## src/rtl/usb_rx_pkg.sv

```systemverilog
// Shared constants and state type for the USB receive unstuff/deserialize path.
package usb_rx_pkg;
  localparam int STUFF_LIMIT = 6;
  localparam int BYTE_W      = 8;
  localparam int CNT_W       = $clog2(BYTE_W);
  localparam int ONES_W      = $clog2(STUFF_LIMIT + 1);

  typedef enum logic [1:0] {
    IDLE,
    ACTIVE,
    ERROR
  } rx_state_t;
endpackage

```

## src/rtl/rx_unstuff_deserializer_if.sv

```systemverilog
// Bit-stream input and byte/error output bundle between the NRZI decoder, this stage and the PID layer.
interface rx_unstuff_deserializer_if;
  logic       rx_active;
  logic       bit_valid;
  logic       decoded_bit;
  logic [7:0] byte_out;
  logic       byte_valid;
  logic       stuff_err;
  logic       align_err;

  modport master (
    output rx_active, bit_valid, decoded_bit,
    input  byte_out, byte_valid, stuff_err, align_err
  );

  modport slave (
    input  rx_active, bit_valid, decoded_bit,
    output byte_out, byte_valid, stuff_err, align_err
  );
endinterface

```

## src/rtl/rx_unstuff_deserializer_bit_unstuffer.sv

```systemverilog
// Tracks consecutive ones and decides, per valid bit, whether it is data, a stuffed zero, or a violation.
module bit_unstuffer
  import usb_rx_pkg::*;
(
  input  logic clk,
  input  logic nRST,
  input  logic i_clear,
  input  logic i_bit_valid,
  input  logic i_bit,
  output logic o_accept_bit,
  output logic o_data_bit,
  output logic o_stuff_violation
);

  logic [ONES_W-1:0] r_ones;
  logic              w_at_limit;

  assign w_at_limit        = (r_ones == ONES_W'(STUFF_LIMIT));
  assign o_accept_bit      = i_bit_valid && !w_at_limit;
  assign o_data_bit        = i_bit;
  assign o_stuff_violation = i_bit_valid && w_at_limit && i_bit;

  // The count is deliberately not reset at byte boundaries: stuffing spans bytes.
  always_ff @(posedge clk or negedge nRST) begin
    if (!nRST) begin
      r_ones <= '0;
    end else if (i_clear) begin
      r_ones <= '0;
    end else if (i_bit_valid) begin
      if (w_at_limit || !i_bit) r_ones <= '0;
      else                      r_ones <= r_ones + ONES_W'(1);
    end
  end

endmodule

```

## src/rtl/rx_unstuff_deserializer.sv

```systemverilog
// Removes USB stuffed bits and assembles the surviving bits LSB-first into byte strobes.
module rx_unstuff_deserializer
  import usb_rx_pkg::*;
(
  input  logic                     clk,
  input  logic                     nRST,
  rx_unstuff_deserializer_if.slave bus
);

  rx_state_t          r_state;
  logic [CNT_W-1:0]   r_bit_cnt;
  logic [BYTE_W-2:0]  r_shift;
  logic [BYTE_W-1:0]  r_byte;
  logic               r_byte_valid;
  logic               r_stuff_err;
  logic               r_align_err;

  logic w_live;
  logic w_accept;
  logic w_data;
  logic w_violation;

  // A bit arriving with the rising edge of rx_active is already processed as ACTIVE.
  assign w_live = bus.rx_active && (r_state != ERROR);

  bit_unstuffer u_unstuffer (
    .clk               (clk),
    .nRST              (nRST),
    .i_clear           (!w_live),
    .i_bit_valid       (bus.bit_valid && w_live),
    .i_bit             (bus.decoded_bit),
    .o_accept_bit      (w_accept),
    .o_data_bit        (w_data),
    .o_stuff_violation (w_violation)
  );

  always_ff @(posedge clk or negedge nRST) begin
    if (!nRST) begin
      r_state      <= IDLE;
      r_bit_cnt    <= '0;
      r_shift      <= '0;
      r_byte       <= '0;
      r_byte_valid <= 1'b0;
      r_stuff_err  <= 1'b0;
      r_align_err  <= 1'b0;
    end else begin
      r_byte_valid <= 1'b0;
      r_stuff_err  <= 1'b0;
      r_align_err  <= 1'b0;
      case (r_state)
        IDLE, ACTIVE: begin
          if (!bus.rx_active) begin
            if (r_state == ACTIVE && r_bit_cnt != '0) r_align_err <= 1'b1;
            r_bit_cnt <= '0;
            r_state   <= IDLE;
          end else begin
            r_state <= ACTIVE;
            if (w_violation) begin
              r_stuff_err <= 1'b1;
              r_bit_cnt   <= '0;
              r_state     <= ERROR;
            end else if (w_accept) begin
              if (r_bit_cnt == CNT_W'(BYTE_W - 1)) begin
                r_byte       <= {w_data, r_shift};
                r_byte_valid <= 1'b1;
                r_bit_cnt    <= '0;
              end else begin
                r_shift[r_bit_cnt] <= w_data;
                r_bit_cnt          <= r_bit_cnt + CNT_W'(1);
              end
            end
          end
        end
        ERROR: begin
          r_bit_cnt <= '0;
          if (!bus.rx_active) r_state <= IDLE;
        end
        default: r_state <= IDLE;
      endcase
    end
  end

  assign bus.byte_out   = r_byte;
  assign bus.byte_valid = r_byte_valid;
  assign bus.stuff_err  = r_stuff_err;
  assign bus.align_err  = r_align_err;

endmodule

```

## src/flat_wrapper.sv

```systemverilog
// flat-port wrapper written by rule: the top's interface ports become plain ports
module rx_unstuff_deserializer_flat import usb_rx_pkg::*;
  (clk, nRST, bus_rx_active, bus_bit_valid, bus_decoded_bit, bus_byte_out, bus_byte_valid, bus_stuff_err, bus_align_err);
  rx_unstuff_deserializer_if bus_i ();
  input  logic clk;
  input  logic nRST;
  input wire logic [$bits(bus_i.rx_active)-1:0] bus_rx_active;
  input wire logic [$bits(bus_i.bit_valid)-1:0] bus_bit_valid;
  input wire logic [$bits(bus_i.decoded_bit)-1:0] bus_decoded_bit;
  output wire logic [$bits(bus_i.byte_out)-1:0] bus_byte_out;
  output wire logic [$bits(bus_i.byte_valid)-1:0] bus_byte_valid;
  output wire logic [$bits(bus_i.stuff_err)-1:0] bus_stuff_err;
  output wire logic [$bits(bus_i.align_err)-1:0] bus_align_err;
  assign bus_i.rx_active = bus_rx_active;
  assign bus_i.bit_valid = bus_bit_valid;
  assign bus_i.decoded_bit = bus_decoded_bit;
  assign bus_byte_out = bus_i.byte_out;
  assign bus_byte_valid = bus_i.byte_valid;
  assign bus_stuff_err = bus_i.stuff_err;
  assign bus_align_err = bus_i.align_err;
  rx_unstuff_deserializer u_core (.clk(clk), .nRST(nRST), .bus(bus_i));
endmodule
```

## config.mk

```make
export PLATFORM = sky130hd
export DESIGN_NAME = rx_unstuff_deserializer_flat
export DESIGN_NICKNAME = d
export VERILOG_FILES = /design/src/rtl/usb_rx_pkg.sv /design/src/rtl/rx_unstuff_deserializer_if.sv /design/src/rtl/rx_unstuff_deserializer_bit_unstuffer.sv /design/src/rtl/rx_unstuff_deserializer.sv /design/src/flat_wrapper.sv
export SDC_FILE = /design/constraint.sdc
export NUM_CORES = 1
export LEC_CHECK = 0
export CAP_MARGIN = 15
export CORE_ASPECT_RATIO = 2
export CORE_UTILIZATION = 40
export DETAILED_ROUTE_END_ITERATION = 10
export PLACE_DENSITY = 0.61
export RECOVER_POWER = 100
export SLEW_MARGIN = 20
export SYNTH_ARGS = -nofsm -noshare
export SYNTH_HDL_FRONTEND = slang
export SYNTH_SLANG_ARGS = --single-unit
```

## constraint.sdc

```tcl
create_clock -name clk -period 1.8 [get_ports clk]
set_input_delay 0.36 -clock clk [delete_from_list [all_inputs] [get_ports clk]]
set_output_delay 0.36 -clock clk [all_outputs]
set_load 0.03 [all_outputs]
```

==> results.toml, run 1 <==
[outcome]
status = "completed"

[power_and_ir_drop]
powerDensity_nw_per_um2 = 869
p_clk_share_pct = 36.1
pwr-share-seq_pct = 50.6
vdd_drop_max_uv = 537
p_int_w = 0.00103
p_leak_nw = 0.750
p_sw_w = 0.000306
swShare_pct = 23.0
combPwrFrac_pct = 13.3

[critical_path]
r2r-end = "u_core.r_shift[0]"
slowest_delay_ns = 0.75
cp_data_arrival_time_ns = 1.38
cp_slowest_cell = "dlygate4sd3_1"
crit_path_start_kind = "flop"
r2r-start = "u_core.r_bit_cnt[0]"
cp.buffers_inverters = 1
r2r_cells = 5
cp_max_fo = 2
r2r_setup_slack_ns = 0.07
cp_cell_sequence = "dlygate4sd3_1"
critical_path_class = "reg -> out"
cp.required_ns = 1.44
path_delay_family = "buffers and inverters"
end_kind = "primary output"

[synthesis]
ys_warn_count = 0
synth-edff-count = 0
netlist_area_um2 = 1230
seq_area_frac_synth_pct = 52.8
syn-mean-instance-area_um2 = 12.6
postSynthCellCount = 98
yosys_register_bits = 26
synth_cell_type_count = 29
syn_nets = 108
synth_ff_type = "dfrtp_1"
synth_async_sr_flop_share_pct = 100

[sta]
setup_viol = 0
rsz0062_at_grt = "false"
fmax_ghz = 0.576
hold_viol = 0
slew_violations = 0
setup_ws_ns = 0.0633
fin_crit_ns = 1.74
finalCritPeriodShare_pct = 96.5
slew-limit-headroom_pct = 56.8
fin_worst_skew_ns = 0.00146
tightest_slew_ns = 0.648

[drt]
drt_first_iter_violations = 18
firstDrtPassIters = 4
met2_length_um = 1320
routedWlPerCell_um = 15.3
routed_wl_um = 2360
antenna_left = 0
routed-wl-met3_um = 50
drc_errors = 0
highest_layer = "met4"
met1_length_um = 933
via_per_inst = 5.49
num_vias = 846

[clocking]
clk_pin_slew_ns = 0.09
cts-buffers-inserted = 3
worstSkewPairLatency_ns = 0.27
cts_tree = "built"
cts-resized-gates = 1
clock-root-buffer = "clkbuf_8"
post_cts_buffers = 0
cts_max_level = 1
ctsHoldBuffers = 0
cts_sinks = 26
cts_buffer_depth = 2

[placed_design]
dpl.hpwl_um = 1770
place_area_um2 = 1470
gp_congestion = 0.783
post-place-ws_ns = -0.0929
io_buffers = 15

[worst_hold_path]
hold_end = "u_core.r_shift[4]"
hp-start = "u_core.r_shift[4]"
holdPathStages = 1
min_path_type = "reg -> reg"

[global_route]
grt_pass1_vias = 855
grt_pass1_wl_um = 3860
antenna_found_initial = 0
grt.overflow.total = 0
grt_usage_pct = 17.6
grt_max_degree = 27

[floorplanning]
ios = 16
die_area_um2 = 3320
die_width_um = 41.2
design.core.area_um2 = 2940
rows = 28
fp.dieH_um = 80.5
start_util_pct = 41.8

[finish]
syn2layout_area_growth_pct = 24.7
fin_nets = 135
layout-drive-gt1-share_pct = 22.6
antennaDiodeCount = 0
num-fill-cells = 282
design_area_um2 = 1540

[job]
drv_cap = 0
through the flow:
stage / utilization, % / total power, W / hold slack [ns] / cells / TNS (ns)
2_1_floorplan: - / 0.000788 / 0.0644 / 98 / 0
3_3_place_gp: 50.1 / 0.000864 / 0.473 / 150 / -0.473
3_5_place_dp: 50.1 / 0.000872 / 0.478 / 150 / -0.764
4_1_cts: 52.6 / 0.00136 / 0.467 / 154 / 0
5_1_grt: 52.2 / 0.00139 / 0.512 / 154 / 0
6_report: 52.2 / 0.00133 / 0.498 / 154 / 0
cell usage in the layout, fill, tap and decap left out, types with 2 or more instances in the layout:
cell type and instances:
a21oi_1 3, and4b_1 2, buf_4 8, clkbuf_1 2, clkbuf_2 2, clkbuf_8 3, clkdlybuf4s50_1 8, dfrtp_1 26
dlygate4sd3_1 7, ha_1 4, inv_1 7, mux2_1 4, mux2_2 11, mux2i_1 2, nand2_1 4, nand4_1 10
nor2b_1 2, nor3b_1 2, o21ai_0 3
sequential cells by signal, indices dropped and copies added (netlist names):
register                   flops
u_core.bus.byte_out            8
u_core.r_shift                 7
u_core.r_bit_cnt               3
u_core.u_unstuffer.r_ones      3
u_core.r_state                 2
u_core.bus.align_err           1
u_core.bus.byte_valid          1
u_core.bus.stuff_err           1
Yosys cell counts (3+ instances only):
cell type | count | area share [%]
nand4_1 | 10 | 5.1
mux2_1 | 4 | 3.7
ha_1 | 5 | 5.1
mux2_2 | 11 | 10
a21oi_1 | 3 | 1.2
nand2_1 | 4 | 1.2
o21ai_0 | 3 | 1.2
dfrtp_1 | 26 | 53
inv_1 | 7 | 2.1
power by group through the flow:
| stage | logic [W] | clock network [W] | registers [W] |
|---|---|---|---|
| floorplan | 0.0000947 | 0 | 0.000693 |
| global placement | 0.000178 | 0 | 0.000686 |
| detailed placement | 0.000184 | 0 | 0.000689 |
| CTS | 0.000187 | 0.000493 | 0.000677 |
| global route | 0.000196 | 0.000512 | 0.000684 |
| finish | 0.000177 | 0.000481 | 0.000676 |
worst max path at each step:
stage | start | end | slack (ns) | cells after the start
after global placement | bus_bit_valid | u_core.bus.byte_out[0] | -0.05 | 5
after global routing | u_core.r_bit_cnt[0] | u_core.r_shift[4] | 0.0006 | 5
after CTS | u_core.r_bit_cnt[0] | u_core.r_shift[0] | 0.05 | 5
after floorplan | u_core.r_bit_cnt[0] | u_core.r_shift[0] | 0.03 | 5
after detailed placement | bus_bit_valid | u_core.bus.byte_out[1] | -0.09 | 5
final | u_core.bus.byte_out[7] | bus_byte_out[7] | 0.06 | 1
kinds of logic after synthesis:
family                   after synthesis  synth area share (%)
multiplexers                          17                  15.3
AO/OA/AOI/OAI                          9                  4.98
buffers and inverters                 12                  4.98
flip-flops                            26                  52.8
AND/OR/NAND/NOR                       29                  16.8
adder cells (fa/ha/maj)                5                  5.08
layout make-up:
type | instances | area [um^2] | share of cell area, %
Clock buffer | 3 | 41.3 | 2.69
Multi-Input combinational cell | 60 | 522 | 34.0
Inverter | 7 | 26.3 | 1.71
Clock inverter | 1 | 30.0 | 1.96
Timing Repair Buffer | 27 | 228 | 14.8
Sequential cell | 26 | 651 | 42.4
Tap cell | 30 | 37.5 | 2.44
layer usage:
metal	vias up	track usage (%)
met4	0	9.35
li1	407	-
met1	420	20.7
met2	13	28.4
met5	-	0
met3	6	2.76
Power figures use the tool's default switching activity.
==> inputs of run 2 (changes only) <==
--- a/config.mk
+++ b/config.mk
@@ -9,6 +9,7 @@
 export CORE_ASPECT_RATIO = 2
 export CORE_UTILIZATION = 40
 export DETAILED_ROUTE_END_ITERATION = 10
+export GPL_TIMING_DRIVEN = 1
 export PLACE_DENSITY = 0.61
 export RECOVER_POWER = 100
 export SLEW_MARGIN = 20
==> results of run 2 <==
The final DEF is identical to that of run 1; final timing and power are the same.
